[src/rtl/din_debounce_edge.sv]
// din_debounce_edge
//
// Conditions a raw asynchronous 1-bit input before it feeds the D input of
// the downstream DFF stage. It works in three steps:
//   1. A two-flop synchroniser brings din into the clk domain (s1 -> s2).
//   2. A level change is accepted only after STABLE_CYCLES consecutive enabled
//      samples at the new level. Shorter pulses are rejected.
//   3. It produces a registered clean level plus one-cycle rise/fall strobes.
//
// Parameters:
//   STABLE_CYCLES : consecutive enabled samples needed to commit (1..2^CNT_W-1)
//   CNT_W         : width of the qualification counter
//
// Ports:
//   clk  : rising-edge clock
//   rst  : asynchronous, active-high reset
//   din  : raw asynchronous input
//   en   : sample enable; 0 freezes qualification (state, cnt, dout hold)
//   dout : debounced level, registered
//   rise : one-cycle pulse on dout 0->1, registered
//   fall : one-cycle pulse on dout 1->0, registered
//   busy : high while a level change is being qualified
//
// state     | meaning
// ----------+---------------------------------------------------------
// STABLE_LO | dout = 0, no change pending
// PEND_HI   | dout = 0, counting consecutive high samples of s2
// STABLE_HI | dout = 1, no change pending
// PEND_LO   | dout = 1, counting consecutive low samples of s2

module din_debounce_edge #(
    parameter int STABLE_CYCLES = 4,
    parameter int CNT_W         = 8
) (
    input  logic clk,
    input  logic rst,
    input  logic din,
    input  logic en,
    output logic dout,
    output logic rise,
    output logic fall,
    output logic busy
);

    typedef enum logic [1:0] {
        STABLE_LO = 2'd0,
        PEND_HI   = 2'd1,
        STABLE_HI = 2'd2,
        PEND_LO   = 2'd3
    } state_t;

    localparam logic [CNT_W-1:0] CNT_LAST = CNT_W'(STABLE_CYCLES - 1);
    localparam logic [CNT_W-1:0] CNT_ONE  = CNT_W'(1);
    // With a one-sample window the first new-level sample commits directly,
    // so the PEND states are never entered.
    localparam bit SINGLE = (STABLE_CYCLES == 1);

    logic             s1, s2;
    state_t           state, state_nxt;
    logic [CNT_W-1:0] cnt, cnt_nxt;
    logic             dout_nxt, rise_nxt, fall_nxt;

    // The synchroniser runs regardless of en so s2 always reflects din.
    always_ff @(posedge clk or posedge rst) begin
        if (rst) begin
            s1 <= 1'b0;
            s2 <= 1'b0;
        end else begin
            s1 <= din;
            s2 <= s1;
        end
    end

    always_ff @(posedge clk or posedge rst) begin
        if (rst) begin
            state <= STABLE_LO;
            cnt   <= '0;
            dout  <= 1'b0;
            rise  <= 1'b0;
            fall  <= 1'b0;
        end else begin
            state <= state_nxt;
            cnt   <= cnt_nxt;
            dout  <= dout_nxt;
            rise  <= rise_nxt;
            fall  <= fall_nxt;
        end
    end

    always_comb begin
        state_nxt = state;
        cnt_nxt   = cnt;
        dout_nxt  = dout;
        rise_nxt  = 1'b0;
        fall_nxt  = 1'b0;
        if (en) begin
            case (state)
                STABLE_LO: begin
                    if (s2) begin
                        if (SINGLE) begin
                            state_nxt = STABLE_HI;
                            dout_nxt  = 1'b1;
                            rise_nxt  = 1'b1;
                        end else begin
                            state_nxt = PEND_HI;
                            cnt_nxt   = CNT_ONE;
                        end
                    end
                end
                PEND_HI: begin
                    if (!s2) begin
                        state_nxt = STABLE_LO;
                        cnt_nxt   = '0;
                    end else if (cnt == CNT_LAST) begin
                        state_nxt = STABLE_HI;
                        dout_nxt  = 1'b1;
                        rise_nxt  = 1'b1;
                        cnt_nxt   = '0;
                    end else begin
                        cnt_nxt = cnt + CNT_ONE;
                    end
                end
                STABLE_HI: begin
                    if (!s2) begin
                        if (SINGLE) begin
                            state_nxt = STABLE_LO;
                            dout_nxt  = 1'b0;
                            fall_nxt  = 1'b1;
                        end else begin
                            state_nxt = PEND_LO;
                            cnt_nxt   = CNT_ONE;
                        end
                    end
                end
                PEND_LO: begin
                    if (s2) begin
                        state_nxt = STABLE_HI;
                        cnt_nxt   = '0;
                    end else if (cnt == CNT_LAST) begin
                        state_nxt = STABLE_LO;
                        dout_nxt  = 1'b0;
                        fall_nxt  = 1'b1;
                        cnt_nxt   = '0;
                    end else begin
                        cnt_nxt = cnt + CNT_ONE;
                    end
                end
                default: begin
                    state_nxt = STABLE_LO;
                    cnt_nxt   = '0;
                end
            endcase
        end
    end

    assign busy = (state == PEND_HI) || (state == PEND_LO);

endmodule
[config.mk]
export PLATFORM = sky130hd
export DESIGN_NAME = din_debounce_edge
export DESIGN_NICKNAME = d
export VERILOG_FILES = /design/src/rtl/din_debounce_edge.sv
export SDC_FILE = /design/constraint.sdc
export NUM_CORES = 1
export LEC_CHECK = 0
export CAP_MARGIN = 15
export CORE_AREA = 2 2 53 55
export DETAILED_ROUTE_END_ITERATION = 6
export DIE_AREA = 0 0 55 57
export DONT_BUFFER_PORTS = 1
export PLACE_DENSITY = 0.41
export SYNTH_ARGS = -nofsm -noshare
export SYNTH_HDL_FRONTEND = slang
export SYNTH_SLANG_ARGS = --single-unit
[constraint.sdc]
create_clock -name clk -period 1.35 [get_ports clk]
set_clock_uncertainty 0.15 [all_clocks]
set_input_delay 0.27 -clock clk [delete_from_list [all_inputs] [get_ports clk]]
set_output_delay 0.27 -clock clk [all_outputs]
set_load 0.02 [all_outputs]
# ---- After elaboration in Yosys (flattened, before gate mapping)
# Cells that the tools add are included.
dict set report totals {
  ff_bits 15
  in_bits 4
  output_inout_bits 4
}
dict set report classes {
  addsub 1
  eq_ne 12
  muxes 25
  n_reduce_logical 6
}
# cell count
set ops {}
lappend ops {{two-way mux 8 bit} 5}
lappend ops {{one-hot mux 8 bit (4 select lines)} 1}
lappend ops {{two-way mux 2 bit} 6}
lappend ops {{!= test 2 bit, second input constant} 6}
lappend ops {{two-way mux 1 bit} 11}
lappend ops {{adder 8 x 1 -> 8 bit, second input constant} 1}
lappend ops {{equality test 8 x 2 -> 1 bit, second input constant} 1}
lappend ops {{one-hot mux 2 bit (4 select lines)} 1}
lappend ops {{!= test 3 bit, second input constant} 2}
lappend ops {{AND reduction 6 bit} 1}
lappend ops {{AND reduction 5 bit} 1}
lappend ops {{equality test 2 bit, second input constant} 2}
lappend ops {{AND reduction 3 bit} 1}
lappend ops {{equality test 2 x 1 -> 1 bit, second input constant} 1}
lappend ops {{logical NOT 2 bit} 1}
lappend ops {{one-hot mux 1 bit (2 select lines)} 1}
lappend ops {{nonzero test 2 bit} 1}
lappend ops {{logical OR 1 bit} 1}

# ---- Depth between registers and ports, before layout
dict set report logic_depth {
  depth_word 5
  mapped_depth 5
  depth_no_buf 5
}

# ---- Worst setup path before layout
# OpenSTA, ideal clock, no wires.
dict set report synth_path {
  path_kind {reg-to-reg}
  from {register cnt[3]}
  to {register cnt[2]}
  path_stages_with_launch 5
  setup_time_ns 0.125
  path_slack_ns -0.129
  n_path_buf 0
  arrival_ns 1.204
  t_required_ns 1.075
  cell_sequence {dfrtp_1 nor4_4 nand3_1 a31oi_4 nor2_1}
}
dict set report synth_between {
  elab_chain_cells 4
  elab_cells_between_ends 5
  cone_classes {eq/ne: 1; mux: 4}
}
# item line
set synth_lines {}
lappend synth_lines {{from (decl)} 60} ;# logic [CNT_W-1:0] cnt, cnt_nxt;
lappend synth_lines {{from (signal assigned)} 83} ;# cnt <= cnt_nxt;
lappend synth_lines {{equality test 8 x 2 -> 1 bit *} {114, 139}}
lappend synth_lines {{two-way mux 8 bit *} {114, 139}}
lappend synth_lines {{two-way mux 8 bit (on tied branches)} {136, 111}}
lappend synth_lines {{one-hot mux 8 bit (4 select lines) *} 97} ;# case (state)
# Every way passes the cells marked *; elsewhere a longest branch is shown, timed or not.
# A chain may end at the register's enable or synchronous reset.

# ---- Worst setup path in the final report
dict set report layout_path {
  from {register cnt[7]}
  to {register cnt[0]}
}
# Same word-level chain as after synthesis.

==> impl_metrics.toml <==
[yosys]
ys_ff_latch = 15
synth_top_area_share = 0.501
syn-num-nets = 72
synth_top_cell_by_area = "dfrtp_1"
synth.area.top_cells = "dfrtp_1 (50%), xor2_1 (8.2%), o211ai_1 (4.0%)"
postSynthAreaPerCell_um2 = 11.2
ys_warn_count = 0
ys_types = 28
netlist_instances = 67
ys_seq_area_frac = 0.501
syn_area_um2 = 749

[global_route]
grt_pass1_wl_mm = 2.47
grtUsageTotal = 0.113
grt_antenna_before_repair = 0
grt_max_degree = 16
grt-ovfl-total = 0
grt_pass1_vias = 568

[cells_and_area]
area_growth_pct = 37.2
fin_nets = 96
layout-drive-gt1-share = 0.422
layout_common_cells = "buf_4 (18), dfrtp_1 (15), nor2_1 (7)"
antennaDiodeCount = 0
final_common_cell = "buf_4"

[timing]
slew_headroom = 0.773
hold_viol = 0
hold_slack_ps = 19.8
rsz0062_at_grt = "yes"
worst_pin_slew_ps = 337
setup_tns_ps = -1760
fmax_mhz = 642
period_minus_slack_ps = 1560
slew_violations = 0
postLayoutSetupSlackWorst_ps = -207
min_period_over_period = 1.15
setup_violations = 13

[critical_path]
path_cells = "nor4_4 -> nand3_2 -> buf_4 -> o21ai_2 -> a21oi_1"
critPathKind = "reg2reg"
max_stage_delay_ps = 410
cpLargestDelayFamily = "simple AND/OR/NAND/NOR gates"
cp_slowest_cell = "dfrtp_1"
path_max_fanout = 3
end_kind = "register"
start_kind = "register"
reg2reg_to = "cnt[0]"
r2r-start = "cnt[7]"
r2r_cells = 5
critPathBufInv = 1
arrival_ps = 1580
r2r_slack_ps = -210
required_ps = 1380

[pwr]
static-leakage-power_nw = 0.465
p_int_mw = 1.03
p_seq_frac = 0.386
power.share.combinational = 0.458
irDropWorstVdd_mv = 1.07
power.density_nw_per_um2 = 1550
p_clk_frac = 0.156
swShare = 0.357
p_switching_mw = 0.571

[min_path]
hold_depth = 2
holdCritStartpoint = "en"
holdPathEnd = "cnt[0]"
hold_path_class = "in2reg"

[drt]
drtAntennaViolNets = 0
drt_pass1_iterations = 3
wire_per_inst_um = 12.3
vias = 575
dr.first_iter.drc_count = 3
drc_errors = 0
drt_wl_total_mm = 1.49
vias_per_cell = 4.75

[clock_tree]
clock-sinks = 15
path_clk_slew_ps = 90
cts_tree = "built"
insertion_delay_ps = 280
htree_levels = 1
cts_max_path_buffers = 2
cts-root-buf = "clkbuf_4"
numCtsBuffers = 3

[status]
violations = "setup timing"
status = "finished, violations left"

[floorplanning]
die_w_um = 55
core_area_um2 = 2620
rows = 19
initial_utilization = 0.287
pin_count = 8
die_area_um2 = 3140
die_h_um = 57

[flow_run]
cap_violations = 0

[placed_design]
gp_congestion = 0.727
port-buffer-count = 0
hpwl_mm = 1.10
==> power groups by stage <==
stage	Combinational [mW]	Sequential [mW]	Clock, mW
finish	0.732	0.616	0.250
global route	0.803	0.627	0.284
CTS	0.666	0.613	0.264
detailed placement	0.639	0.615	0
global placement	0.643	0.615	0
floorplan	0.354	0.616	0
==> Yosys cell counts <==
master and instances:
ha_1 1, and4_2 2, a32o_1 1, buf_4 1, nor3_1 1, nand3_1 1
and2_2 1, inv_1 2, a31o_2 1, xor2_1 7, and4_1 2, a21o_2 1
a31oi_4 1, dfrtp_1 15, and2_1 1, nor4_4 1, nor2_2 1, o211ai_1 4
a2bb2oi_1 1, nor3b_1 1, nor2b_1 1, o21ai_0 5, clkbuf_1 3, nand4_1 1
nand4_2 1, nor2_1 7, nand2_1 1, a21oi_1 2
==> area by class of cell <==
type | count | area [um2]
timing repair buffer | 23 | 196
sequential | 15 | 375
fill | 272 | 1590
clock inverter | 1 | 5.00
tap | 31 | 38.8
multi-input combinational | 46 | 383
inverter | 2 | 7.51
clock buffer | 3 | 22.5
==> routing by layer <==
layer / track usage / vias to the layer above / wire [um]
met4: 0.0627 / 0 / 39
met3: 0.0157 / 5 / 41
li1: - / 287 / -
met2: 0.158 / 9 / 653
met1: 0.166 / 274 / 752
met5: 0 / - / 0
==> registers in the layout (all words and copies together), names as in the netlist, named ones only <==
name,flops
s1,1
s2,1
state,1
rise,1
cnt,8
fall,1
dout,1
==> worst max-delay path by stage <==
stage	cells after the start	startpoint	to	slack (ps)
3_3_place_gp	5	s2	cnt[4]	-160
6_report	5	cnt[7]	cnt[0]	-210
4_1_cts	4	cnt[7]	cnt[4]	-160
3_5_place_dp	4	cnt[7]	cnt[7]	-180
5_1_grt	4	cnt[7]	cnt[4]	-290
2_1_floorplan	4	cnt[7]	cnt[2]	-80
==> cells by family (layout without fill, tap and decap cells) <==
| family | count (synthesis) | after routing | share of synthesized area |
|---|---|---|---|
| and+or+nand+nor | 22 | 22 | 0.202 |
| DFF | 15 | 15 | 0.501 |
| adders and majority gates | 1 | 1 | 0.0167 |
| xor gates and xnor gates | 7 | 7 | 0.0818 |
| AOI/OAI and AO/OA | 16 | 16 | 0.164 |
| buffers and inverters | 6 | 29 | 0.0351 |
==> stage by stage <==
step	setup slack [ps]	utilization	total power, mW	instance area [um2]	instances
after floorplan	-82.3	-	0.970	754	67
after global placement	-160	0.347	1.26	907	110
after detailed placement	-175	0.347	1.25	907	110
after CTS	-157	0.376	1.54	983	118
after global routing	-295	0.393	1.71	1030	121
final	-207	0.393	1.60	1030	121
==> what timing repair did <==
action	4_1_cts	5_1_grt
endpoints found under the setup margin	13	13
setup buffers	1	3
hold buffers	3	0
pin swaps	6	5
endpoints found under the hold margin	17	0
gates resized for setup	2	6
Power figures use the tool's default switching activity.
